==> src/rtl/nubus_arb_ctrl.sv <==
// -----------------------------------------------------------------------------
// nubus_arb_ctrl
//
// NuBus-style distributed arbitration controller for one card. The card asks
// for the bus on the shared request line, competes on the open-drain
// arbitration lines with its static ID, waits for the current transaction to
// finish, and then owns the bus until the local master releases it. An
// optional fairness hold-off keeps a card that just released the bus from
// re-arbitrating until every other pending requester has been served (seen
// as the request line going high).
//
// Parameters
//   ID_WIDTH   : width of the card ID and arbitration lines (2..8)
//   ARB_CYCLES : clocks the arbitration lines settle before sampling (1..15)
//   FAIR       : 1 enables the fairness hold-off, 0 disables it
//
// Ports
//   nub_clk      in   sole clock, rising edge
//   nub_reset    in   asynchronous, active-high reset
//   nub_idn      in   card ID, active-low, static
//   nub_arbn_i   in   sampled arbitration lines, active-low
//   nub_arbn_oe  out  pull-low enables for the arbitration lines (combinational)
//   nub_rqstn_i  in   sampled request line, active-low
//   nub_rqstn_oe out  pull-low enable for the request line
//   nub_startn_i in   sampled start line, active-low (new arbitration chance)
//   bus_idle_i   in   no transaction in progress
//   req_i        in   local master wants the bus
//   lock_i       in   keep ownership after req_i drops
//   grant_o      out  card owns the bus
//   busy_o       out  controller is not idle
// -----------------------------------------------------------------------------
module nubus_arb_ctrl #(
  parameter int ID_WIDTH   = 4,
  parameter int ARB_CYCLES = 2,
  parameter int FAIR       = 1
) (
  input  logic                nub_clk,
  input  logic                nub_reset,
  input  logic [ID_WIDTH-1:0] nub_idn,
  input  logic [ID_WIDTH-1:0] nub_arbn_i,
  output logic [ID_WIDTH-1:0] nub_arbn_oe,
  input  logic                nub_rqstn_i,
  output logic                nub_rqstn_oe,
  input  logic                nub_startn_i,
  input  logic                bus_idle_i,
  input  logic                req_i,
  input  logic                lock_i,
  output logic                grant_o,
  output logic                busy_o
);

  typedef enum logic [2:0] {
    IDLE,
    ARB,
    LOST,
    WAIT_BUS,
    OWNED
  } state_t;

  // Settle counter reload value; the counter is 4 bits and is reloaded on
  // every entry to ARB, so it only ever counts down from here to zero.
  localparam logic [3:0] SETTLE_LOAD = 4'(ARB_CYCLES - 1);

  state_t              state_q, state_d;
  logic [3:0]          settle_q, settle_d;
  logic                grant_q, grant_d;
  logic                rqstn_q, rqstn_d;
  logic                fair_hold_q, fair_hold_d;
  logic                busy_q, busy_d;

  logic                arbcy;
  logic                won;
  logic                abort;
  logic                blocked;
  logic [ID_WIDTH-1:0] arb_pull;

  // ---------------------------------------------------------------------------
  // Arbitration network
  // ---------------------------------------------------------------------------
  assign arbcy = (state_q == ARB);

  // Walk from the most significant line down. Once any higher line is seen
  // pulled where our own ID bit is 0, a card with a larger ID is competing and
  // we release every lower line.
  // NOTE: blocking assignments are correct in combinational logic; 'blocked'
  // must update within the same pass so each lower bit sees the bits above it.
  always_comb begin
    blocked  = 1'b0;
    arb_pull = '0;
    for (int k = ID_WIDTH - 1; k >= 0; k--) begin
      arb_pull[k] = arbcy & ~nub_idn[k] & ~blocked;
      blocked     = blocked | (nub_idn[k] & ~nub_arbn_i[k]);
    end
  end

  // We win when no line carries a 1 where our ID carries a 0.
  assign won         = arbcy & ~|(nub_idn & ~nub_arbn_i);
  assign nub_arbn_oe = arb_pull;

  // Dropping req_i while still competing or waiting backs out unconditionally
  // and outranks every other transition out of those states.
  assign abort = ~req_i & ((state_q == ARB) | (state_q == LOST) | (state_q == WAIT_BUS));

  // ---------------------------------------------------------------------------
  // Next-state and registered-output logic
  // ---------------------------------------------------------------------------
  // NOTE: every signal driven here gets a default first, so no path through
  // the case statement can leave one unassigned and infer a latch.
  always_comb begin
    state_d     = state_q;
    settle_d    = settle_q;
    grant_d     = grant_q;
    rqstn_d     = rqstn_q;
    // A high request line means nobody is waiting, so the hold-off ends.
    fair_hold_d = fair_hold_q & ~nub_rqstn_i;

    if (abort) begin
      state_d = IDLE;
      rqstn_d = 1'b0;
    end else begin
      unique case (state_q)
        IDLE: begin
          if (req_i && !fair_hold_q) begin
            state_d  = ARB;
            settle_d = SETTLE_LOAD;
            rqstn_d  = 1'b1;
          end
        end

        ARB: begin
          if (settle_q == 4'd0) begin
            state_d = won ? WAIT_BUS : LOST;
          end else begin
            settle_d = settle_q - 4'd1;
          end
        end

        LOST: begin
          // Keep requesting; retry at the next start-of-transaction.
          if (!nub_startn_i) begin
            state_d  = ARB;
            settle_d = SETTLE_LOAD;
          end
        end

        WAIT_BUS: begin
          // Take the bus and release the request line in the same edge.
          if (bus_idle_i) begin
            state_d = OWNED;
            grant_d = 1'b1;
            rqstn_d = 1'b0;
          end
        end

        OWNED: begin
          if (!req_i && !lock_i) begin
            state_d = IDLE;
            grant_d = 1'b0;
            // Setting the hold-off wins over a same-edge clear.
            if (FAIR != 0) begin
              fair_hold_d = 1'b1;
            end
          end
        end

        default: begin
          state_d = IDLE;
          grant_d = 1'b0;
          rqstn_d = 1'b0;
        end
      endcase
    end

    busy_d = (state_d != IDLE);
  end

  // ---------------------------------------------------------------------------
  // State register
  // ---------------------------------------------------------------------------
  always_ff @(posedge nub_clk or posedge nub_reset) begin
    if (nub_reset) begin
      state_q     <= IDLE;
      settle_q    <= 4'd0;
      grant_q     <= 1'b0;
      rqstn_q     <= 1'b0;
      fair_hold_q <= 1'b0;
      busy_q      <= 1'b0;
    end else begin
      state_q     <= state_d;
      settle_q    <= settle_d;
      grant_q     <= grant_d;
      rqstn_q     <= rqstn_d;
      fair_hold_q <= fair_hold_d;
      busy_q      <= busy_d;
    end
  end

  assign grant_o      = grant_q;
  assign busy_o       = busy_q;
  assign nub_rqstn_oe = rqstn_q;

endmodule

==> config.mk <==
export PLATFORM = sky130hd
export DESIGN_NAME = nubus_arb_ctrl
export DESIGN_NICKNAME = d
export VERILOG_FILES = /design/src/rtl/nubus_arb_ctrl.sv
export SDC_FILE = /design/constraint.sdc
export NUM_CORES = 1
export LEC_CHECK = 0
export CAP_MARGIN = 20
export CORE_ASPECT_RATIO = 1.2
export CORE_UTILIZATION = 43
export CTS_BUF_LIST = sky130_fd_sc_hd__clkbuf_8
export CTS_CLUSTER_SIZE = 25
export DETAILED_ROUTE_END_ITERATION = 8
export PLACE_DENSITY = 0.87
export SLEW_MARGIN = 20
export SYNTH_ARGS = -nofsm -noshare
export SYNTH_HDL_FRONTEND = slang
export SYNTH_SLANG_ARGS = --single-unit
==> constraint.sdc <==
create_clock -name nub_clk -period 1.5 [get_ports nub_clk]
set_input_delay 0.3 -clock nub_clk [delete_from_list [all_inputs] [get_ports nub_clk]]
set_output_delay 0.3 -clock nub_clk [all_outputs]
set_load 0.01 [all_outputs]
[After elaboration in Yosys (flattened, before gate mapping)]
Cells that the tools add are included.
Operators by class
  $add $sub $neg: 1
  equal/unequal tests: 12
  mux-type cells: 22
  bitwise gates (word level): 33
  reductions and logical operators: 16
Operators by type and width (number)
  $mux W3: 6
  $pmux W3 S5: 1
  $not A1 Y1: 14
  $and A1 B1 Y1: 13
  $mux W4: 3
  $pmux W4 S3: 1
  $ne A2 B2 Y1 const B: 5
  $mux W1: 9
  $eq A3 B2 Y1 const B: 2
  $ne A3 B3 Y1 const B: 2
  $pmux W1 S3: 2
  $reduce_bool A3 Y1: 2
  $reduce_or A3 Y1: 2
  $reduce_and A5 Y1: 1
  $and A4 B4 Y4: 1
  $logic_not A1 Y1: 4
  $logic_not A4 Y1: 1
  $not A4 Y4: 1
  $or A1 B1 Y1: 4
  $reduce_and A4 Y1: 1
  $reduce_or A4 Y1: 1
  $sub A4 B1 Y4 const B: 1
  $eq A3 B1 Y1 const B: 1
  $eq A3 B3 Y1 const B: 1
  other kinds (4): 5
Word-level totals
  register bits after elaboration: 11
  input port bits: 15
  output and inout bits: 7
  word-level logic and storage cells: 90

[Depth between registers and ports, before layout]
  word-level depth: 10
  mapped depth: 6
  gate-level depth less buffers: 6

[Least setup slack after synthesis]
No wires, ideal clock.
  path type: register -> output
  start: register state_q[2]
  end: output nub_arbn_oe[0]
  arrival time: 1.348 ns
  data required time: 1.200 ns
  setup slack: -0.148 ns
  stages on the path, launching flop included: 5
  path buffers: 1
  path through: dfrtp_1 > buf_6 > or3b_4 > or2_4 > nor4_4
On the way
  word-level cells in the longest chain between the ends: 3
RTL lines
  start: declaration: line 64  | state_t state_q, state_d;
  start signal: assignment: line 189  | state_q <= state_d;
  $eq A3 B1 Y1: line 80  | assign arbcy = (state_q == ARB);
  $and A1 B1 Y1 (2 in a row): line 91  | arb_pull[k] = arbcy & ~nub_idn[k] & ~blocked;
  end: declaration: line 41  | output logic [ID_WIDTH-1:0] nub_arbn_oe,
Every way passes these cells.

[Worst setup path in the final report]
  start: register state_q[1]
  end: output nub_arbn_oe[0]
Same word-level chain as after synthesis.

==> run metrics <==
status=finished with violations; violated checks=setup timing; H-tree levels=1; maximum VDD drop=0.00127 V; die height=47.1 um; Clk pwr share=11.8%; Placer Congestion=0.753; Avg Cell Area, Syn=8.67 sq um; fin cells=140; initial antenna violation count=0; skew final=1.32 ps; grt total ovfl=0; Nets=140; CTS max path bufs=2; Fill cells=98; layout cells sized above 1=35.0%; Yosys reg bits=11; CP Capture Type=output pin; clock latency on the worst-skew pair=230 ps; r2r worst-path depth=6; min-delay worst type=input pin to async pin; CP Launch Type=flop; Hold-fix buffers, CTS=0; worst-path cell chain=or3b_4 > or2_4 > nor4_4 > buf_2; Top Layer Used=met4; Syn Inst Count=84; final setup margin=-419 ps; final worst-path cycle share=128%; synth-to-layout area growth=65.6%; Detail Route Antenna Nets=0; core area=1500 sq um; Warnings, synthesis=0; worst r2r src=state_q[1]; Vias per Instance=6.09; Logic pwr share=65.3%; Min Hold Slack=341 ps; Rows=15; Synthesized Nets=100; placed insts=134; top-area cell type share of the netlist area=37.8%; Max Cap Viol=0; port bufs=21; Pre-antenna DRT Iters=5; vias after detailed routing=852; Worst EP required=1200 ps; wl on met1=931 um; hpwl dp=1.48 mm; routed wl met3=163 um; first-pass GRT wire length=2.95 mm; Crit Path Max Fanout=3; fin crit period=1920 ps; slowest library cell on the worst path=or3b_4; CP Class=flop to output pin; Yosys top cell by area=dfrtp_1; Fin. Hold Viols=0; Ports=22; Worst slew margin=75.3%; Achievable Freq=0.521 GHz; Seq/Total Area, Yosys=37.8%; Setup violations, final=8; Ant. Diodes=0; Die ar.=1860 sq um; Clock Sinks=11; synthesized area=728 sq um; vias in the first global route=742; Lkg Pwr=0.521 nW; R2R Setup Slk=-90 ps; switching power=0.000941 W; CP Data Arrival Time=1620 ps; # DRC=0; CTS tree=built; met2 wire length=1.19 mm; Routed WL per cell=17.7 um; top post-synthesis cells by area=dfrtp_1 (38%), o21ai_0 (7.6%), nor2b_1 (6.0%), nor2_1 (4.6%), nand2b_1 (3.4%); r2r endpoint=settle_q[3]; RSZ-0062 raised after global routing=true; largest net degree at the start of global routing=13; Clk pin slew, worst setup/hold paths=40 ps; Initial Util=48.5%; largest stage delay on the critical path=420 ps; Final Max Tran Viols=0; Pwr Density=1920 nW/um^2; final WL=2.48 mm; Synth cell types=33; drt first-iter violations=28; Num CTS Buffers=3; Worst-Margin Slew=371 ps; Root Driver=clkbuf_8; Int Power=0.00137 W; Die Wd=39.6 um; Seq pwr share=23.0%; Sw Share=40.7%; overall routing resource usage=24.0%
[cell usage after synthesis]
cell type and instances:
nor2b_1 7, a21o_1 1, and2_1 1, a31oi_1 1
a21oi_1 1, nand3_1 4, nand4bb_1 1, nor3_1 2
o31ai_1 1, nor3_2 1, nor4_4 1, dfrtp_1 11
ha_1 1, or2_4 1, mux2i_1 1, a41oi_1 1
and2b_1 1, nor2_1 9, o21ai_0 11, a32oi_1 2
buf_2 2, inv_1 6, nor4_1 1, a211oi_1 1
o22ai_1 1, and3_1 1, nor3b_2 1, buf_6 1
or3b_4 1, nand2_1 4, nor3b_1 1, o41ai_1 1
nand2b_1 4
[power groups by stage]
stage	logic, W	clock network (W)	registers (W)
floorplan	0.000611	0	0.000510
global placement	0.00106	0	0.000492
detailed placement	0.00110	0	0.000507
CTS	0.00122	0.000283	0.000514
global route	0.00160	0.000307	0.000537
finish	0.00151	0.000272	0.000531
[layer usage]
metal,track usage (%),up-vias
met1,25.0,391
met5,0,-
met2,38.4,60
met3,5.21,19
li1,-,382
met4,24.1,0
[critical path: cells and delay by family (launching register included)]
kind          cells  cell delay [ps]
buf+inv           1              180
flops             1              390
simple gates      3              830
[metrics by stage]
stage	power [W]	utilization, %	setup TNS, ps	setup WS [ps]	area (sq um)
floorplan	0.00112	-	-434	-148	728
global placement	0.00156	70.0	-3030	-578	1050
detailed placement	0.00160	70.0	-3310	-634	1050
CTS	0.00201	75.7	-1310	-392	1140
global route	0.00245	80.3	-2000	-481	1210
finish	0.00231	80.3	-1520	-419	1210
[sequential cells by signal, indices dropped and copies added (netlist names)]
register / count
nub_rqstn_oe: 1
fair_hold_q: 1
busy_o: 1
grant_o: 1
settle_q: 4
state_q: 3
[cells in the final DEF (no fill, tap or decap), types with 5 or more instances in the layout]
cell type,instances
nor2_1,8
o21ai_1,6
clkdlybuf4s50_1,16
inv_1,6
o21ai_0,5
nor2b_1,5
buf_4,15
dfrtp_1,11
[how the worst max path moves through the flow]
stage,from,to,slack [ps]
floorplan,state_q[2],nub_arbn_oe[0],-150
global placement,nub_idn[3],nub_arbn_oe[0],-580
detailed placement,nub_idn[3],nub_arbn_oe[0],-630
CTS,state_q[1],nub_arbn_oe[0],-390
global route,state_q[1],nub_arbn_oe[0],-480
finish,state_q[1],nub_arbn_oe[0],-420
[cell families after synthesis]
family | share of synthesized area [%]
adder cells (fa/ha/maj) | 1.72
buffers and inverters | 6.01
flip-flops | 37.8
AO/OA/AOI/OAI | 17.9
multiplexers | 1.37
AND/OR/NAND/NOR | 35.2
[repair_timing]
item	in CTS	in global routing
gates resized for setup	28	15
endpoints found under the setup margin	10	10
pin swaps	6	1
buffers inserted	1	1
[layout make-up]
type	count	area, sq um	share of cell area (%)
clock buffer	3	41.3	3.42
clock inverter	1	3.75	0.311
inverter	6	22.5	1.87
multi-input combinational	64	518	42.9
sequential	11	275	22.8
tap	17	21.3	1.76
timing repair buffer	38	324	26.9
(Power assumes the default switching activity.)
